**src/rtl/wb_gpio_pkg.sv**
```systemverilog
// Shared definitions for the Wishbone GPIO slave with edge interrupts.
// Holds the register offsets, decoded from adr[7:0], and the helper that
// expands Wishbone byte-lane selects into a 32-bit bit mask.
package wb_gpio_pkg;

  localparam logic [7:0] ADR_CTRL = 8'h00;
  localparam logic [7:0] ADR_IN   = 8'h10;
  localparam logic [7:0] ADR_OUT  = 8'h14;
  localparam logic [7:0] ADR_OE   = 8'h18;
  localparam logic [7:0] ADR_SET  = 8'h1C;
  localparam logic [7:0] ADR_CLR  = 8'h20;
  localparam logic [7:0] ADR_TGL  = 8'h24;
  localparam logic [7:0] ADR_RISE = 8'h28;
  localparam logic [7:0] ADR_FALL = 8'h2C;
  localparam logic [7:0] ADR_PEND = 8'h30;

  function automatic logic [31:0] sel_mask(input logic [3:0] sel);
    logic [31:0] m;
    m = '0;
    for (int unsigned i = 0; i < 4; i++) begin
      m[8*i +: 8] = {8{sel[i]}};
    end
    return m;
  endfunction

endpackage

```
**src/rtl/gpio_sync.sv**
```systemverilog
// Multi-stage synchroniser for asynchronous GPIO pin inputs.
// Ports:
//   clk, reset : system clock, synchronous active-high reset
//   d_i        : WIDTH asynchronous inputs
//   q_o        : WIDTH inputs after STAGES flip-flops
module gpio_sync #(
  parameter int unsigned WIDTH  = 32,
  parameter int unsigned STAGES = 2
) (
  input  logic             clk,
  input  logic             reset,
  input  logic [WIDTH-1:0] d_i,
  output logic [WIDTH-1:0] q_o
);

  logic [STAGES-1:0][WIDTH-1:0] chain_q;

  always_ff @(posedge clk) begin
    if (reset) begin
      chain_q <= '0;
    end else begin
      chain_q <= {chain_q[STAGES-2:0], d_i};
    end
  end

  assign q_o = chain_q[STAGES-1];

endmodule

```
**src/rtl/wb_gpio_irq.sv**
```systemverilog
// Wishbone GPIO slave: per-bit output enable, atomic set/clear/toggle of
// outputs, synchronised inputs and per-bit rise/fall interrupt capture with
// write-1-to-clear pending bits, combined into one level interrupt.
// Ports:
//   clk, reset          : system clock, synchronous active-high reset
//   wb_*                : Wishbone slave (registered ack, one wait state)
//   intr                : gie & |pending, driven only from registers
//   gpio_in             : asynchronous pin inputs
//   gpio_out / gpio_oe  : pin output values / output enables (1 = drive)
module wb_gpio_irq
  import wb_gpio_pkg::*;
#(
  parameter int unsigned WIDTH       = 32,
  parameter int unsigned SYNC_STAGES = 2,
  parameter logic [31:0] OUT_RESET   = '0,
  parameter logic [31:0] OE_RESET    = '0
) (
  input  logic             clk,
  input  logic             reset,
  input  logic             wb_stb_i,
  input  logic             wb_cyc_i,
  output logic             wb_ack_o,
  input  logic             wb_we_i,
  input  logic [31:0]      wb_adr_i,
  input  logic [3:0]       wb_sel_i,
  input  logic [31:0]      wb_dat_i,
  output logic [31:0]      wb_dat_o,
  output logic             intr,
  input  logic [WIDTH-1:0] gpio_in,
  output logic [WIDTH-1:0] gpio_out,
  output logic [WIDTH-1:0] gpio_oe
);

  logic             ack_q;
  logic [31:0]      dat_q;
  logic             gie_q, gie_d;
  logic [WIDTH-1:0] out_q, out_d;
  logic [WIDTH-1:0] oe_q, oe_d;
  logic [WIDTH-1:0] rise_en_q, rise_en_d;
  logic [WIDTH-1:0] fall_en_q, fall_en_d;
  logic [WIDTH-1:0] pend_q, pend_d;
  logic [WIDTH-1:0] prev_q;
  logic [WIDTH-1:0] sync_w;

  logic             take, wr;
  logic [7:0]       adr;
  logic [31:0]      bmask;
  logic [WIDTH-1:0] wmask, wsel, w1c;
  logic [31:0]      rdata;
  logic             unused_adr_hi;

  gpio_sync #(
    .WIDTH  (WIDTH),
    .STAGES (SYNC_STAGES)
  ) u_sync (
    .clk   (clk),
    .reset (reset),
    .d_i   (gpio_in),
    .q_o   (sync_w)
  );

  assign unused_adr_hi = ^wb_adr_i[31:8];
  assign adr   = wb_adr_i[7:0];
  assign take  = wb_stb_i & wb_cyc_i & ~ack_q;
  assign wr    = take & wb_we_i;
  assign bmask = sel_mask(wb_sel_i);
  assign wmask = bmask[WIDTH-1:0];
  assign wsel  = wb_dat_i[WIDTH-1:0] & wmask;

  always_comb begin
    gie_d     = gie_q;
    out_d     = out_q;
    oe_d      = oe_q;
    rise_en_d = rise_en_q;
    fall_en_d = fall_en_q;
    w1c       = '0;
    if (wr) begin
      case (adr)
        ADR_CTRL: if (wb_sel_i[0]) gie_d = wb_dat_i[0];
        ADR_OUT:  out_d     = (out_q & ~wmask) | wsel;
        ADR_OE:   oe_d      = (oe_q & ~wmask) | wsel;
        ADR_SET:  out_d     = out_q | wsel;
        ADR_CLR:  out_d     = out_q & ~wsel;
        ADR_TGL:  out_d     = out_q ^ wsel;
        ADR_RISE: rise_en_d = (rise_en_q & ~wmask) | wsel;
        ADR_FALL: fall_en_d = (fall_en_q & ~wmask) | wsel;
        ADR_PEND: w1c       = wsel;
        default:  ;
      endcase
    end
    // New edge events are OR-ed in after the clear so an edge arriving with
    // a W1C of the same bit keeps it pending.
    pend_d = (pend_q & ~w1c)
           | (sync_w & ~prev_q & rise_en_q)
           | (~sync_w & prev_q & fall_en_q);
  end

  always_comb begin
    rdata = '0;
    case (adr)
      ADR_CTRL: begin
        rdata[0]    = gie_q;
        rdata[13:8] = 6'(WIDTH);
      end
      ADR_IN:   rdata[WIDTH-1:0] = sync_w;
      ADR_OUT:  rdata[WIDTH-1:0] = out_q;
      ADR_OE:   rdata[WIDTH-1:0] = oe_q;
      ADR_RISE: rdata[WIDTH-1:0] = rise_en_q;
      ADR_FALL: rdata[WIDTH-1:0] = fall_en_q;
      ADR_PEND: rdata[WIDTH-1:0] = pend_q;
      default:  ;
    endcase
  end

  always_ff @(posedge clk) begin
    if (reset) begin
      ack_q     <= 1'b0;
      dat_q     <= '0;
      gie_q     <= 1'b0;
      out_q     <= OUT_RESET[WIDTH-1:0];
      oe_q      <= OE_RESET[WIDTH-1:0];
      rise_en_q <= '0;
      fall_en_q <= '0;
      pend_q    <= '0;
      prev_q    <= '0;
    end else begin
      ack_q     <= take;
      dat_q     <= take ? rdata : '0;
      gie_q     <= gie_d;
      out_q     <= out_d;
      oe_q      <= oe_d;
      rise_en_q <= rise_en_d;
      fall_en_q <= fall_en_d;
      pend_q    <= pend_d;
      prev_q    <= sync_w;
    end
  end

  // Write side effects happen on the take cycle, so a master dropping stb
  // before seeing ack still gets its write; ack itself is gated by stb&cyc.
  assign wb_ack_o = wb_stb_i & wb_cyc_i & ack_q;
  assign wb_dat_o = dat_q;
  assign intr     = gie_q & (|pend_q);
  assign gpio_out = out_q;
  assign gpio_oe  = oe_q;

endmodule

```
**config.mk**
```make
export PLATFORM = sky130hd
export DESIGN_NAME = wb_gpio_irq
export DESIGN_NICKNAME = d
export VERILOG_FILES = /design/src/rtl/wb_gpio_pkg.sv /design/src/rtl/gpio_sync.sv /design/src/rtl/wb_gpio_irq.sv
export SDC_FILE = /design/constraint.sdc
export NUM_CORES = 1
export LEC_CHECK = 0
export ABC_CLOCK_PERIOD_IN_PS = 2650
export CORE_ASPECT_RATIO = 2
export CORE_MARGIN = 2
export CORE_UTILIZATION = 45
export DETAILED_ROUTE_END_ITERATION = 10
export PLACE_DENSITY = 0.69
export SYNTH_ARGS = -nofsm -noshare
export SYNTH_HDL_FRONTEND = slang
export SYNTH_SLANG_ARGS = --single-unit
```
**constraint.sdc**
```tcl
create_clock -name clk -period 2.65 [get_ports clk]
set_input_delay 0.6625 -clock clk [delete_from_list [all_inputs] [get_ports clk]]
set_output_delay 0.6625 -clock clk [all_outputs]
set_load 0.1 [all_outputs]
```
==> metrics, run 1 <==
outcome=finished, violations left; failing checks=setup timing; WL final=approximately 39 mm; Clock Path Buffers=3; async set-or-reset flop fraction in the synthesized netlist=0; GRT Total Usage=0.262; Syn Inst Count=about 1300; nets@finish=1657; data required time of the critical path=a little under 2000 ps; ratio of cells with drive above 1 in the final layout=0.184; Setup Buffers After CTS=0; Power Dens Cells=roughly 550 nW/um^2; initial antenna violation count=0; Synth Area in Compound Gates=0.162; Die W=122 um; setup TNS=-6.22 ps; Clk Latency, worst-skew pair=between 500 and 600 ps; Pre-Repair DR Iteration Count=5; Worst Clk Skew=about 20 ps; Post-Synth Simple-Gate Area=0.198; DR vias=about 11000; largest family of logic cells by synthesized area=simple AND/OR/NAND/NOR gates; CP Max Fanout=3; unrepaired setup endpoints after global routing=true; M1 WL=roughly 14 mm; Synth Area in Adders=0.0321; fin crit share=1.00; Die ar.=roughly 29000 sq um; # setup viols final=1; post-synth top area share=0.465; drt initial violations=934; vias in the first global route=11044; xor/xnor cell area share of the yosys netlist=0; Yosys cell types=55; CTS H-tree lvls=1; Clock transition at path regs=roughly 70 ps; Layout area overhead=29.1%; num ports=203; Vias/cell=5.84; n_diodes=0; Fmax=between 0.3 and 0.4 GHz; leakage power total=6.91 nW; fin util=0.588; CTS buffer count=25; Post-Layout Cell Count=roughly 1900; Max Cap Viol=0; area of the multi-input gates=about 6200 sq um; routed wl met2=around 20 mm; Port-buffer cells=between 150 and 200; Most used DFF post-synth=dfxtp_1; die height=240 um; initial core utilization=0.455; # fillers=approximately 2400; CP startpoint kind=flip-flop; average wire per standard cell=a little over 20 um; post-synthesis mux area share=0.103; clk sink count=290; FF+latch area=5810 sq um; Routed Antenna Nets=0; VDD IR-drop max=between 0.0004 and 0.0005 V; most frequent cells in the layout=dfxtp_1, buf_4, nor2_1; Mapped Nets=approximately 1400; placed cell count=about 1800; Hold/Removal Path Class=flip-flop to flip-flop; Congestion Overflow GR=0; clock root buffer master=clkbuf_16; setup ws final=-6.22 ps; hpwl dp=roughly 27 mm; Data arrival, critical path=1990 ps; dominant cells by area after synthesis=dfxtp_1, mux2i_1, nor2b_1; CP Class=flip-flop to output pin; Yosys Warn Count=0; pin count of the biggest net entering global routing=around 150; GPL Wtd Cong=0.869; final slew viol count=0; minimum clock period after layout=around 2700 ps; FF+latch count, synth=290; worst slew pin tran=712 ps; met3 routed WL=roughly 2.1 mm; hold_buf cts=0; Max Used Layer=met4; drt drc=0; total power=roughly 9 mW; worst relative slew slack=0.525; CTS tree=done; Post-Syn Area per Cell=just under 10 sq um; first-pass GRT wire length=about 60 mm; EDFF count, synth=0; post-synthesis instance area=12500 sq um; Setup crit end kind=output pin; Final Hold Fails=0; Yosys top cell by area=dfxtp_1; FP Rows=86; most common cell after layout, fill and taps aside=dfxtp_1; register area share after synthesis=0.465; hold_ws=434 ps; core area=between 20000 and 30000 sq um
-- worst paths after layout --
kind,depth (start not counted),end,slack [ps],start
hold reg to reg,1,u_sync.q_o[11]$_SDFF_PP0_,430,u_sync.chain_q[11]$_SDFF_PP0_
setup / recovery,4,intr,-6,pend_q[9]$_SDFF_PP0_
hold / removal,1,u_sync.q_o[11]$_SDFF_PP0_,430,u_sync.chain_q[11]$_SDFF_PP0_
setup reg to reg,5,gpio_out[29]$_SDFFE_PP0P_,960,ack_q$_SDFF_PP0_
-- final cells by class --
cell class	count	area share
multi-input combinational	880	0.388
sequential	290	0.360
timing repair buffer	290	0.164
clock buffer	30	0.0418
tap	352	0.0273
clock inverter	13	0.0108
inverter	33	0.00768
-- per-layer routing --
metal  vias up  global-route usage
met5         -                   0
met4         0               0.145
met3       126              0.0329
met2       451               0.478
met1      5308               0.286
li1       5150                   -
-- synth_stat cells, drive strengths merged, types with 2 or more instances --
cell	count
dfxtp	290
nor2	130
mux2i	129
nand2	102
nor2b	96
nand3b	65
clkbuf	62
a31oi	61
o21ai	37
inv	33
ha	32
o221ai	32
o2bb2ai	31
a311oi	30
a22oi	28
a2bb2oi	28
buf	27
nand4	16
nor4	11
a21oi	5
nand3	4
nor3	4
a22o	3
and2	3
nor4b	3
a21boi	2
a221oi	2
and3	2
nand2b	2
nor3b	2
o21bai	2
o32ai	2
or4	2
or4b	2
-- through the flow --
| stage | setup slack (ps) | cell area [sq um] |
|---|---|---|
| 2_1_floorplan | 429 | 12500 |
| 3_3_place_gp | -168 | 15200 |
| 3_5_place_dp | -224 | 15200 |
| 4_1_cts | 15.9 | 16100 |
| 5_1_grt | -7.28 | 16100 |
| 6_report | -6.22 | 16100 |
-- where the power goes --
| part | switching [mW] | internal (mW) | total (mW) |
|---|---|---|---|
| combinational | 0.319 | 0.282 | 0.601 |
| sequential | 0.0333 | 4.42 | 4.45 |
| clock | 1.67 | 2.20 | 3.87 |
-- kinds of logic (layout without fill, tap and decap cells) --
logic type,count (synthesis),in the layout
compound gates,269,269
flops,290,290
mux,129,129
fa+ha+maj,32,32
buf+inv,122,366
simple gates,450,450
-- critical path: stages (launching register included) --
cell and delay [ps]:
dfxtp_1 370, nor4_1 400, nand4_1 220, o21a_1 270, buf_12 180
-- repair_timing --
item	4_1_cts	5_1_grt
pin swaps	2	0
endpoints found under the setup margin	1	1
hold endpoints to repair	0	0
resized for setup	4	5
Note: power is estimated with default switching activity, not from simulation.
==> run 2: changes to the inputs <==
Settings changed: SLEW_MARGIN from default to 0.
==> results of run 2 <==
Final layout, timing and power as in run 1 (identical DEF).
==> run 3: changes to the inputs <==
Settings changed: SKIP_LAST_GASP from default to 1, SLEW_MARGIN 0 to 15.
==> metrics, run 3 (synthesis results as in run 1) <==
outcome=finished, violations left; failing checks=setup timing; CTS H-tree lvls=1 (unchanged); Pre-Repair DR Iteration Count=6 (+1); CTS tree=done; area of the multi-input gates=6230 sq um (-0.24%); total power=8.92 mW (about the same); clock root buffer master=clkbuf_16; most frequent cells in the layout=dfxtp_1, buf_4, nor2_1; Vias/cell=5.80 (-0.78%); CP Max Fanout=3 (unchanged); GRT Total Usage=0.262 (unchanged); CP max stage delay=410 ps (about the same); Die ar.=29200 sq um (unchanged); routed wl met2=20.4 mm (+0.60%); leakage power total=6.90 nW (-0.13%); initial antenna violation count=0 (unchanged); Power Dens Cells=554 nW/um^2 (+0.11%); minimum clock period after layout=2660 ps (+5.43 ps); drt initial violations=929 (-0.54%); Int Pwr=6.90 mW (about the same); n_diodes=0 (unchanged); Clock Power Share=0.434 (about the same); Die W=122 um (unchanged); CP startpoint kind=flip-flop; hpwl dp=27.3 mm (unchanged); Max Used Layer=met4; Post-Layout Cell Count=1888 (unchanged); Max Cap Viol=0 (unchanged); first-pass GRT wire length=59.7 mm (unchanged); fin crit share=1.00 (+0.00205); FP Rows=86 (unchanged); # setup viols final=1 (unchanged); GPL Wtd Cong=0.869 (unchanged); Comb pwr share=0.067 (about the same); Routed Antenna Nets=0 (unchanged); WL final=38.6 mm (-0.10%); CP cell instances=nor4_1 -> nand4_1 -> o21a_1 -> buf_12; Layout area overhead=28.9%; Clock transition at path regs=70 ps (about the same); worst relative slew slack=0.529 (+0.00400); drt drc=0 (unchanged); most common cell after layout, fill and taps aside=dfxtp_1; Worst Clk Skew=21.6 ps (+1.87 ps); Final Hold Fails=0 (unchanged); initial core utilization=0.455 (unchanged); average wire per standard cell=20.4 um (-0.10%); sequential fraction of design power=0.499 (about the same); Final Cell Area=16100 sq um (-0.12%); M1 WL=14.1 mm (-0.61%); vias in the first global route=11044 (unchanged); Congestion Overflow GR=0 (unchanged); Psw=2.02 mW (about the same); unrepaired setup endpoints after global routing=true; ratio of cells with drive above 1 in the final layout=0.182 (-0.00260); pin count of the biggest net entering global routing=147 (unchanged); Data arrival, critical path=2000 ps (about the same); die height=240 um (unchanged); Worst path slowest cell=nor4_1; FF+latch area=5810 sq um (about the same); placed cell count=1845 (unchanged); clk sink count=290 (unchanged); Fmax=0.376 GHz (-0.20%); CP Class=flip-flop to output pin; hold_buf cts=0 (unchanged); Setup Buffers After CTS=0 (unchanged); Clock Path Buffers=3 (unchanged); CTS buffer count=25 (unchanged); VDD IR-drop max=0.000498 V (+0.11%); # fillers=2432 (unchanged); worst slew pin tran=706 ps (-6.00 ps); core area=27400 sq um (unchanged); num ports=203 (unchanged); Clk Latency, worst-skew pair=550 ps (about the same); Port-buffer cells=178 (unchanged); setup ws final=-11.7 ps (-5.43 ps); Setup crit end kind=output pin; nets@finish=1657 (unchanged); data required time of the critical path=1990 ps (about the same); Placed Area=15200 sq um (unchanged); switching power share of the total=0.226 (about the same); final slew viol count=0 (unchanged); DR vias=10949 (-0.78%); met3 routed WL=2.10 mm (+0.29%); Hold/Removal Path Class=flip-flop to flip-flop
[run 3: cell counts in the layout (fill, tap and decap cells not counted)]
No cell type changed its count.
[run 3: critical path, delay by kind of cell (launching register included)]
family	cells	cell delay, ps
AND/OR/NAND/NOR	2	630
flip-flops	1	370
AO/OA/AOI/OAI	1	270
buffers and inverters	1	180
[run 3: power groups by stage]
| stage | clock (mW) | combinational, mW | sequential (mW) |
|---|---|---|---|
| finish | 3.87 | 0.600 | 4.45 |
| global route | 4.09 | 0.644 | 4.45 |
| CTS | 3.94 | 0.601 | 4.45 |
| detailed placement | 0 | 0.598 | 4.55 |
| global placement | 0 | 0.586 | 4.55 |
| floorplan | 0 | 0.279 | 4.54 |
[run 3: cell type report]
| cell class | instances | share of cell area |
|---|---|---|
| Multi-Input combinational cell | 880 | 0.387 |
| Sequential cell | 290 | 0.361 |
| Timing Repair Buffer | 290 | 0.165 |
| Clock buffer | 30 | 0.0419 |
| Tap cell | 352 | 0.0274 |
| Clock inverter | 13 | 0.0108 |
| Inverter | 33 | 0.00769 |
[run 3: repair_timing]
action,CTS,global route
pin swaps,2,0
resized for setup,4,0
endpoints found under the setup margin,1,1
[run 3: path summary, 6_finish.rpt]
path / from / to / slack, ps / depth (start not counted)
worst max-delay path: pend_q[9]$_SDFF_PP0_ / intr / -10 / 4
worst min-delay path: u_sync.chain_q[11]$_SDFF_PP0_ / u_sync.q_o[11]$_SDFF_PP0_ / 430 / 1
worst max register to register: ack_q$_SDFF_PP0_ / gpio_out[16]$_SDFFE_PP0P_ / 990 / 5
worst min register to register: u_sync.chain_q[11]$_SDFF_PP0_ / u_sync.q_o[11]$_SDFF_PP0_ / 430 / 1
[run 3: routing by layer]
layer  track usage  vias to the layer above
li1              -                     5145
met1         0.286                     5286
met2         0.478                      402
met3        0.0329                      116
met4         0.145                        0
met5             0                        -
[run 3: through the flow]
step / TNS (ps) / hold slack [ps] / worst slack, ps / utilization
global route: -33.6 / 447 / -33.6 / 0.587
CTS: 0 / 437 / 15.9 / 0.587
global placement: -5380 / 417 / -168 / 0.555
floorplan: 0 / 414 / 429 / -
detailed placement: -9230 / 420 / -224 / 0.555
finish: -11.7 / 434 / -11.7 / 0.587
